$ cat src/rtl/elastic_stage_reg.sv
// -----------------------------------------------------------------------------
// elastic_stage_reg
//
// Two-entry elastic pipeline register (skid buffer) with valid/ready handshake
// on both sides. It is dropped between pipeline stages in place of a plain
// enable/clear register.
//
// in_ready is a flop output. It never depends combinationally on out_ready, so
// a stall moves upstream by one stage per cycle. The skid entry catches the
// beat that was already in flight when downstream stalled.
//
// A saturating counter records how many cycles the stage held valid data that
// downstream refused. This gives per-stage back-pressure profiling.
//
// Parameters
//   WIDTH      payload width in bits
//   CNT_W      stall counter width in bits
//
// Ports
//   clk        rising-edge clock
//   reset      asynchronous, active-high; empties the stage and zeroes data/counter
//   flush      synchronous discard of every buffered entry (wins over all moves)
//   in_valid   upstream has a beat
//   in_ready   stage can accept (registered)
//   in_data    upstream payload
//   out_valid  stage presents a beat (registered)
//   out_ready  downstream accepts
//   out_data   head payload (registered)
//   occupancy  entries held: 0, 1 or 2
//   stall_cnt  saturating count of cycles with out_valid & !out_ready
// -----------------------------------------------------------------------------
module elastic_stage_reg #(
  parameter int WIDTH = 32,
  parameter int CNT_W = 16
) (
  input  logic             clk,
  input  logic             reset,
  input  logic             flush,
  input  logic             in_valid,
  output logic             in_ready,
  input  logic [WIDTH-1:0] in_data,
  output logic             out_valid,
  input  logic             out_ready,
  output logic [WIDTH-1:0] out_data,
  output logic [1:0]       occupancy,
  output logic [CNT_W-1:0] stall_cnt
);

  typedef enum logic [1:0] {
    S_EMPTY = 2'd0,
    S_ONE   = 2'd1,
    S_TWO   = 2'd2
  } state_t;

  // Encoding equals occupancy, which keeps the occupancy output trivial.
  state_t           state_q, state_d;
  logic [WIDTH-1:0] main_q,  main_d;
  logic [WIDTH-1:0] skid_q,  skid_d;
  logic             in_ready_q,  in_ready_d;
  logic             out_valid_q, out_valid_d;
  logic [CNT_W-1:0] stall_q,     stall_d;

  logic in_fire;
  logic out_fire;
  logic stall_cycle;

  // The handshakes use the registered ready/valid so that no input-to-output
  // combinational path exists through the stage.
  assign in_fire     = in_valid  & in_ready_q;
  assign out_fire    = out_valid_q & out_ready;
  assign stall_cycle = out_valid_q & ~out_ready;

  // ---------------------------------------------------------------------------
  // Next-state / datapath
  // ---------------------------------------------------------------------------
  always_comb begin
    state_d = state_q;
    main_d  = main_q;
    skid_d  = skid_q;

    unique case (state_q)
      S_EMPTY: begin
        if (in_fire) begin
          state_d = S_ONE;
          main_d  = in_data;
        end
      end
      S_ONE: begin
        if (in_fire && out_fire) begin
          main_d = in_data;                 // head leaves, new beat takes its place
        end else if (in_fire) begin
          state_d = S_TWO;
          skid_d  = in_data;                // head is stuck, park the in-flight beat
        end else if (out_fire) begin
          state_d = S_EMPTY;
        end
      end
      S_TWO: begin
        if (out_fire) begin
          state_d = S_ONE;
          main_d  = skid_q;                 // skid entry moves up to the head
        end
      end
      default: begin
        state_d = S_EMPTY;
      end
    endcase

    // The data registers may keep stale contents because out_valid masks them.
    if (flush) begin
      state_d = S_EMPTY;
    end
  end

  // Output flags are computed from the next state. After this they are held in
  // flops, so every output changes only on a clock edge or on reset.
  always_comb begin
    out_valid_d = (state_d != S_EMPTY);
    in_ready_d  = (state_d != S_TWO);
  end

  // The counter saturates at all-ones. A flush does not clear it, and a flush
  // cycle still counts if the stall condition held in that cycle.
  always_comb begin
    stall_d = stall_q;
    if (stall_cycle && (stall_q != {CNT_W{1'b1}})) begin
      stall_d = stall_q + {{(CNT_W-1){1'b0}}, 1'b1};
    end
  end

  // ---------------------------------------------------------------------------
  // State registers
  // ---------------------------------------------------------------------------
  always_ff @(posedge clk or posedge reset) begin
    if (reset) begin
      state_q     <= S_EMPTY;
      main_q      <= '0;
      skid_q      <= '0;
      in_ready_q  <= 1'b1;
      out_valid_q <= 1'b0;
      stall_q     <= '0;
    end else begin
      state_q     <= state_d;
      main_q      <= main_d;
      skid_q      <= skid_d;
      in_ready_q  <= in_ready_d;
      out_valid_q <= out_valid_d;
      stall_q     <= stall_d;
    end
  end

  assign in_ready  = in_ready_q;
  assign out_valid = out_valid_q;
  assign out_data  = main_q;
  assign occupancy = state_q;
  assign stall_cnt = stall_q;

endmodule

$ cat config.mk
export PLATFORM = sky130hd
export DESIGN_NAME = elastic_stage_reg
export DESIGN_NICKNAME = d
export VERILOG_FILES = /design/src/rtl/elastic_stage_reg.sv
export SDC_FILE = /design/constraint.sdc
export NUM_CORES = 1
export LEC_CHECK = 0
export CAP_MARGIN = 5
export CORE_MARGIN = 2
export CORE_UTILIZATION = 55
export DETAILED_ROUTE_END_ITERATION = 7
export DONT_BUFFER_PORTS = 1
export GPL_TIMING_DRIVEN = 0
export MAX_ROUTING_LAYER = met4
export PLACE_DENSITY = 0.7
export SETUP_SLACK_MARGIN = 0.2
export SYNTH_ARGS = -nofsm -noshare
export SYNTH_HDL_FRONTEND = slang
export SYNTH_SLANG_ARGS = --single-unit
export TNS_END_PERCENT = 100
$ cat constraint.sdc
create_clock -name clk -period 4.8 [get_ports clk]
set_input_delay 0.72 -clock clk [delete_from_list [all_inputs] [get_ports clk]]
set_output_delay 0.72 -clock clk [all_outputs]
set_load 0.02 [all_outputs]
==> results.py, run 1 <==
metrics = {
    "clock_network": {
        "cts.sinks": 84,
        "cts_resized": 0,
        "h-tree-depth": 3,
        "cts_tree": "done",
        "root_buffer": "clkbuf_8",
        "cts_hold_buf": 0,
        "numCtsBuffers": 9,
        "insertion_delay_ps": 350,
        "path_clk_slew_ps": 80,
        "clockBufferDepth": 2,
        "post_cts.repair.setup_buffers": 0,
    },
    "die": {
        "dieArea_sq_um": 7330,
        "rows": 29,
        "core_region_area_sq_um": 6390,
        "start_util": 0.573,
        "die_x_um": 85.6,
        "die_y_um": 85.6,
        "ios": 89,
    },
    "drt": {
        "dr.pass1.iters": 4,
        "remaining_drc_errors": 0,
        "wl_per_cell_um": 18.1,
        "ant_nets": 0,
        "wl_um": 7190,
        "routed_via_density": 5.68,
        "first_iter_violations": 131,
        "num_vias": 2262,
    },
    "sta": {
        "fmax_ghz": 0.477,
        "fin_setup_tns_ps": 0,
        "finClkSkew_ps": 6.98,
        "final-setup-viol-count": 0,
        "finalHoldViolations": 0,
        "slew_headroom": 0.648,
        "finalCritPeriodShare": 0.436,
        "rsz0062_at_grt": "no",
        "slew_viol_final": 0,
        "fin_crit_ps": 2100,
        "max_slew.worst_pin.slew_ps": 527,
    },
    "synth": {
        "ys_async_sr_fraction": 1.00,
        "yosys_warnings": 0,
        "synth_cell_types": 36,
        "synth_ff_type": "dfrtp_1",
        "syn-cell-area_sq_um": 3660,
        "postSynthAreaPerCell_sq_um": 12.0,
        "yosysSeqAreaShare": 0.574,
        "syn_nets": 342,
        "netlist_instances": 304,
        "synth_seq_cells": 84,
        "synth-edff-count": 0,
    },
    "global_routing": {
        "grt.overflow.total": 0,
        "antenna_found_initial": 0,
        "grt_pass1_wl_um": 11900,
        "grt_pass1_vias": 2454,
        "track_usage": 0.216,
        "grt_max_degree": 46,
    },
    "placed_design": {
        "dpl-instance-area_sq_um": 3790,
        "dpl.hpwl_um": 4970,
        "port_buffers": 0,
        "placedCellCount": 382,
        "gp_congestion": 0.837,
    },
    "power": {
        "peakVddDrop_uv": 348,
        "p_leak_nw": 1.93,
        "p_total_mw": 2.14,
        "power.density_nw_per_um2": 530,
    },
    "setup_path": {
        "crit_end": "stall_cnt[1]$_DFFE_PP0P_",
        "crit_required_ps": 5030,
        "reg2reg_slack_ps": 2700,
        "path_class": "flop to flop",
        "reg2reg_depth": 5,
        "cp_data_arrival_time_ps": 2320,
        "r2r_end": "stall_cnt[1]$_DFFE_PP0P_",
        "critPathLaunch": "stall_cnt[0]$_DFFE_PP0P_",
        "cp-end-kind": "flop",
        "r2r-start": "stall_cnt[0]$_DFFE_PP0P_",
        "worstSetupStartpointType": "flop",
        "critPathMaxFanout": 5,
    },
    "final_layout": {
        "antenna_cells": 0,
        "drive_gt1_frac": 0.215,
        "fin_cells": 398,
        "layout_common_cells": "dfrtp_1, a21oi_1, nor2_1",
        "nNetsFinal": 354,
        "post-route-cell-area_sq_um": 4040,
        "final_common_cell": "dfrtp_1",
        "syn2layout_area_growth_pct": 10.2,
    },
    "worst_hold_path": {
        "worstHoldPathType": "input pin to asynchronous set/reset pin",
    },
    "flow_run": {
        "drv_cap": 0,
    },
    "run_status": {
        "status": "completed",
    },
}
[cells by family after synthesis]
kind of cell             after synthesis  share of synthesized area
AO/OA/AOI/OAI                         51                     0.0765
XOR/XNOR                              15                     0.0359
adder cells (fa/ha/maj)                1                    0.00342
buffers and inverters                 15                     0.0188
flip-flops                            84                      0.574
multiplexers                          65                      0.189
AND/OR/NAND/NOR                       73                      0.102
[sequential cells by signal, indices dropped and copies added (netlist names)]
register   count
out_data      32
skid_q        32
stall_cnt     16
occupancy      2
in_ready       1
out_valid      1
[through the flow]
step           setup slack, ps  hold slack, ps   util
2_1_floorplan             1920             480      -
3_3_place_gp              1070             488  0.589
3_5_place_dp              2710             495  0.593
4_1_cts                   2700             283  0.632
5_1_grt                   2580             296  0.632
6_report                  2700             280  0.632
[cell type report]
cell class | instances | area, sq um
fillers | 507 | 2350
flip-flops and latches | 84 | 2100
plain buffers | 14 | 65.1
clock inverters | 6 | 111
multi-input cells | 205 | 1490
repair buffers | 1 | 27.5
clock buffers | 10 | 138
inverters | 1 | 6.26
well taps | 77 | 96.3
[critical path, cell delays in order, from the launching register on]
cell and delay (ps):
dfrtp_1 530, ha_1 290, nand4_2 190, or3_4 460, o21ai_2 180, mux2_1 340
[per-layer routing]
| metal | global-route usage | part of all wire |
|---|---|---|
| met3 | 0.0789 | 0.076 |
| met5 | - | 0 |
| met2 | 0.325 | 0.48 |
| met1 | 0.272 | 0.43 |
| met4 | 0.0779 | 0.013 |
[synthesized netlist by cell type, types with 2 or more instances]
cell,n,area [sq um]
dfrtp_1,83,2080
a21oi_1,41,205
nor2_1,33,124
mux2_2,32,360
mux2i_1,32,320
xor2_1,11,96.3
buf_2,10,50.1
nand2_1,10,37.5
nand4_1,6,37.5
clkbuf_1,4,15.0
nor4_1,4,25.0
xnor2_1,4,35.0
and2_1,3,18.8
and4_1,3,26.3
a21boi_0,2,15.0
nand3_1,2,10.0
nor3_1,2,10.0
o211ai_1,2,15.0
o21ai_0,2,10.0
o21ai_2,2,17.5
[where the power goes]
part | leakage (nW) | total [mW] | switching, mW | internal [mW]
Combinational | 0.806 | 0.330 | 0.150 | 0.180
Sequential | 0.999 | 1.20 | 0.277 | 0.921
Clock | 0.122 | 0.611 | 0.251 | 0.360
Total | 1.93 | 2.14 | 0.678 | 1.46
[how the worst min path moves through the flow]
| stage | depth (start not counted) | slack, ps | end |
|---|---|---|---|
| 3_3_place_gp | 1 | 490 | skid_q[6]$_DFFE_PP0P_ |
| 5_1_grt | 1 | 300 | skid_q[9]$_DFFE_PP0P_ |
| 2_1_floorplan | 1 | 480 | skid_q[0]$_DFFE_PP0P_ |
| 3_5_place_dp | 1 | 500 | skid_q[11]$_DFFE_PP0P_ |
| 6_report | 1 | 280 | stall_cnt[7]$_DFFE_PP0P_ |
| 4_1_cts | 1 | 280 | skid_q[9]$_DFFE_PP0P_ |
(Power assumes the default switching activity.)
==> run 2, diff against run 1 <==
Clock period 4.8 ns to 2 ns, I/O delays scaled along.
==> run 2 against run 1 <==
Critical path depth stayed put. Sequential power is 140% higher. Worst hold slack got worse by 180 ps. Register-to-register slack worse by 2500 ps. Clock-buffer cell count rose by 2. Die area stayed put. Power is 130% higher. Non-clock buffer count up 12. First-iteration DRC count decreased by 26%. Largest cell class unchanged.
==> results.py, run 2 (synthesized netlist as in run 1, its figures left out) <==
metrics = {
    "drt": {
        "routed_via_density": 5.89,
        "wl_per_cell_um": 18.2,
        "first_iter_violations": 97,
        "ant_nets": 0,
        "wl_um": 7450,
        "remaining_drc_errors": 0,
        "num_vias": 2415,
        "wl_met2_um": 3620,
        "wl_met1_um": 3230,
        "highest_layer": "met4",
        "dr.pass1.iters": 4,
        "met3_length_um": 492,
    },
    "sta": {
        "final-setup-viol-count": 0,
        "slew_headroom": 0.670,
        "fmax_ghz": 0.553,
        "slew_viol_final": 0,
        "worst_slack_ps": 190,
        "max_slew.worst_pin.slew_ps": 491,
        "finalCritPeriodShare": 0.905,
        "fin_crit_ps": 1810,
        "fin_setup_tns_ps": 0,
        "rsz0062_at_grt": "yes",
        "hold-worst-slack_ps": 96.7,
        "finalHoldViolations": 0,
        "finClkSkew_ps": 11.0,
    },
    "power": {
        "p_leak_nw": 1.99,
        "peakVddDrop_uv": 725,
        "power.density_nw_per_um2": 1180,
    },
    "final_layout": {
        "syn2layout_area_growth_pct": 14.7,
        "nNetsFinal": 366,
        "antenna_cells": 0,
        "drive_gt1_frac": 0.276,
        "final_common_cell": "dfrtp_1",
        "layout_common_cells": "dfrtp_1, a21oi_1, nor2_1",
    },
    "clock_network": {
        "numCtsBuffers": 9,
        "insertion_delay_ps": 350,
        "root_buffer": "clkbuf_8",
        "clockBufferDepth": 2,
        "h-tree-depth": 3,
        "path_clk_slew_ps": 80,
        "cts_tree": "done",
        "cts.sinks": 84,
    },
    "die": {
        "ios": 89,
        "die_x_um": 85.6,
        "rows": 29,
        "die_y_um": 85.6,
        "start_util": 0.573,
        "core_region_area_sq_um": 6390,
        "dieArea_sq_um": 7330,
    },
    "placed_design": {
        "dpl.hpwl_um": 4940,
        "dp_slack_ps": -48.4,
        "gp_congestion": 0.815,
        "port_buffers": 0,
    },
    "setup_path": {
        "critPathMaxFanout": 5,
        "crit_required_ps": 2230,
        "cp-end-kind": "flop",
        "r2r_end": "skid_q[16]$_DFFE_PP0P_",
        "worstSetupStartpointType": "flop",
        "cp_data_arrival_time_ps": 2040,
        "reg2reg_depth": 5,
        "path_class": "flop to flop",
        "r2r-start": "in_ready$_DFF_PP1_",
        "reg2reg_slack_ps": 190,
    },
    "flow_run": {
        "drv_cap": 0,
    },
    "worst_hold_path": {
        "holdPathEnd": "skid_q[22]$_DFFE_PP0P_",
        "whs_path_depth": 1,
        "worstHoldPathType": "input pin to flop",
        "hp-start": "in_data[22]",
    },
    "global_routing": {
        "grt_pass1_vias": 2483,
        "track_usage": 0.221,
        "grt_pass1_wl_um": 12200,
        "grt.overflow.total": 0,
        "antenna_found_initial": 0,
        "grt_max_degree": 39,
    },
    "run_status": {
        "status": "completed",
    },
}
[run 2: area by class of cell]
class | count | area, sq um
sequential | 84 | 2120
clock buffer | 12 | 135
inverter | 1 | 7.51
tap | 77 | 96.3
clock inverter | 4 | 51.3
timing repair buffer | 13 | 146
fill | 499 | 2180
multi-input combinational | 205 | 1540
buffer | 14 | 108
[run 2: critical path: stages (launching register included)]
cell	delay, ps
dfstp_2	630
nand3b_1	250
nor2_4	210
buf_4	150
clkbuf_16	130
mux2_2	320
[run 2: metal layers]
metal,global-route usage,vias to the layer above
li1,-,1122
met1,0.282,1222
met2,0.334,60
met3,0.0674,11
met4,0.0851,0
met5,-,-
[run 2: repair_timing]
| item | CTS | global route |
|---|---|---|
| hold endpoints to repair | 17 | 0 |
| setup endpoints to repair | 62 | 64 |
| cloned | 0 | 1 |
| buffers inserted | 7 | 2 |
| pin swaps | 6 | 9 |
| resized for setup | 17 | 21 |
| hold buffers | 1 | 0 |
[run 2: how the worst max path moves through the flow]
stage	start	end	slack (ps)	cells after the start
finish	in_ready$_DFF_PP1_	skid_q[16]$_DFFE_PP0P_	190	5
global route	in_ready$_DFF_PP1_	skid_q[13]$_DFFE_PP0P_	130	5
CTS	stall_cnt[1]$_DFFE_PP0P_	stall_cnt[1]$_DFFE_PP0P_	170	5
detailed placement	occupancy[1]$_DFF_PP0_	out_data[4]$_DFFE_PP0P_	-50	4
global placement	occupancy[1]$_DFF_PP0_	out_data[1]$_DFFE_PP0P_	-7	4
floorplan	stall_cnt[0]$_DFFE_PP0P_	stall_cnt[1]$_DFFE_PP0P_	260	5
[run 2: power breakdown]
group	internal, mW	switching, mW
sequential	2.22	0.672
clock	0.579	0.587
combinational	0.513	0.383
[run 2: stage by stage]
stage | std cells | cell area (sq um) | power, mW | utilization
after detailed placement | 383 | 3820 | 3.73 | 0.598
after floorplan | 304 | 3680 | 3.48 | -
after global routing | 410 | 4200 | 5.23 | 0.658
final | 410 | 4200 | 4.95 | 0.658
after CTS | 407 | 4120 | 4.96 | 0.645
after global placement | 381 | 3780 | 3.67 | 0.591
==> run 3, diff against run 2 <==
==> constraint.sdc (replaced) <==
create_clock -name clk -period 2.1 [get_ports clk]
set_input_delay 0.315 -clock clk [delete_from_list [all_inputs] [get_ports clk]]
set_output_delay 0.315 -clock clk [all_outputs]
set_load 0.01 [all_outputs]
==> run 3 against run 2 <==
Combinational power down 13%. Sequential cell count unchanged. Worst hold slack better by 12 ps. Setup slack better by 30 ps. Sequential power down 11%. Critical path type unchanged.
==> results.py, run 3 (synthesized netlist as in run 1, its figures left out) <==
metrics = {
    "clock_network": {
        "numCtsBuffers": 9,
        "cts_tree": "done",
        "root_buffer": "clkbuf_8",
        "path_clk_slew_ps": 80,
        "cts.sinks": 84,
        "clockBufferDepth": 2,
        "insertion_delay_ps": 350,
        "h-tree-depth": 3,
    },
    "drt": {
        "routed_via_density": 5.85,
        "met3_length_um": 588,
        "wl_met2_um": 3270,
        "ant_nets": 0,
        "wl_per_cell_um": 17.6,
        "dr.pass1.iters": 5,
        "wl_met1_um": 3080,
        "highest_layer": "met4",
        "first_iter_violations": 57,
        "remaining_drc_errors": 0,
        "num_vias": 2344,
        "wl_um": 7050,
    },
    "final_layout": {
        "nNetsFinal": 357,
        "layout_common_cells": "dfrtp_1, a21oi_1, nor2_1",
        "drive_gt1_frac": 0.231,
        "fillCellCount": 510,
        "final_util": 0.640,
        "final_common_cell": "dfrtp_1",
        "antenna_cells": 0,
        "syn2layout_area_growth_pct": 11.6,
    },
    "sta": {
        "max_slew.worst_pin.slew_ps": 576,
        "slew_headroom": 0.615,
        "finalCritPeriodShare": 0.895,
        "finClkSkew_ps": 11.0,
        "fin_setup_tns_ps": 0,
        "finalHoldViolations": 0,
        "fin_crit_ps": 1880,
        "final-setup-viol-count": 0,
        "rsz0062_at_grt": "yes",
        "fmax_ghz": 0.532,
        "slew_viol_final": 0,
    },
    "die": {
        "dieArea_sq_um": 7330,
        "core_region_area_sq_um": 6390,
        "start_util": 0.573,
        "die_x_um": 85.6,
        "rows": 29,
        "ios": 89,
        "die_y_um": 85.6,
    },
    "power": {
        "p_leak_nw": 1.95,
        "power.density_nw_per_um2": 1130,
        "peakVddDrop_uv": 663,
    },
    "run_status": {
        "status": "completed",
    },
    "global_routing": {
        "grt_max_degree": 34,
        "antenna_found_initial": 0,
        "grt.overflow.total": 0,
        "grt_pass1_vias": 2418,
        "track_usage": 0.212,
        "grt_pass1_wl_um": 11700,
    },
    "setup_path": {
        "path_class": "flop to flop",
        "worstSetupStartpointType": "flop",
        "cp_cell_sequence": "nand4_1 -> or3_4 -> o21ai_4 -> mux2_1",
        "cp_data_arrival_time_ps": 2120,
        "slowest_stage": "dfrtp_1",
        "critPathMaxFanout": 6,
        "slowest_delay_ps": 500,
        "cp-end-kind": "flop",
        "crit_required_ps": 2340,
    },
    "placed_design": {
        "port_buffers": 0,
        "dpl.hpwl_um": 4840,
        "gp_congestion": 0.831,
    },
    "worst_hold_path": {
        "worstHoldPathType": "input pin to flop",
    },
    "flow_run": {
        "drv_cap": 0,
    },
}
## run 3: changes by cell type in the layout (fill, tap and decap cells not counted), moves of 2 or more
cell,delta
buf_4,-12
dfrtp_1,+8
dfrtp_2,-8
buf_2,+6
clkbuf_2,+3
buf_6,-2
clkbuf_4,-2
## run 3: per-stage QoR
stage               cell area [sq um]  worst slack (ps)  cells  hold WS (ps)  power, mW
CTS                              4040               124    400           101       4.61
finish                           4090               220    401           109       4.60
floorplan                        3670               264    304           446       3.13
global route                     4090               142    401          97.2       4.89
detailed placement               3800               102    383           278       3.35
global placement                 3760               114    381           463       3.29
## run 3: timing repair
item,4_1_cts,5_1_grt
hold endpoints to repair,22,0
setup endpoints to repair,30,57
resized for setup,4,12
pin swaps,0,2
setup buffers,0,1
hold buffers,1,0
## run 3: area by class of cell
type / instances / area (sq um) / share of cell area
sequential: 84 / 2110 / 0.515
multi-input combinational: 205 / 1530 / 0.374
clock buffer: 12 / 145 / 0.0355
tap: 77 / 96.3 / 0.0236
buffer: 14 / 73.8 / 0.0181
clock inverter: 4 / 72.6 / 0.0178
timing repair buffer: 4 / 57.6 / 0.0141
inverter: 1 / 7.51 / 0.00184
## run 3: worst paths after layout
| path | slack [ps] | depth (start not counted) | start | end |
|---|---|---|---|---|
| min in group asynchronous | 510 | 2 | reset | stall_cnt[7]$_DFFE_PP0P_ |
| max reg2reg | 220 | 4 | stall_cnt[11]$_DFFE_PP0P_ | stall_cnt[1]$_DFFE_PP0P_ |
| max | 220 | 4 | stall_cnt[11]$_DFFE_PP0P_ | stall_cnt[1]$_DFFE_PP0P_ |
| min | 110 | 1 | in_data[15] | skid_q[15]$_DFFE_PP0P_ |
| max in group asynchronous | 980 | 3 | reset | in_ready$_DFF_PP1_ |
| min reg2reg | 510 | 1 | skid_q[1]$_DFFE_PP0P_ | skid_q[1]$_DFFE_PP0P_ |
## run 3: metal layers
metal  global-route usage  vias up
li1                     -     1111
met1                0.271     1143
met2                0.312       80
met3               0.0683       10
met4               0.0895        0
met5                    -        -
## run 3: worst max-delay path, delay by kind of cell, from the launching register on
kind | cells | cell delay, ps
muxes | 1 | 330
AOI/OAI and AO/OA | 1 | 160
and+or+nand+nor | 2 | 770
DFF | 1 | 500
## run 3: report_power, final
group	switching [mW]	internal, mW
clock	0.556	0.702
combinational	0.342	0.435
sequential	0.457	2.11
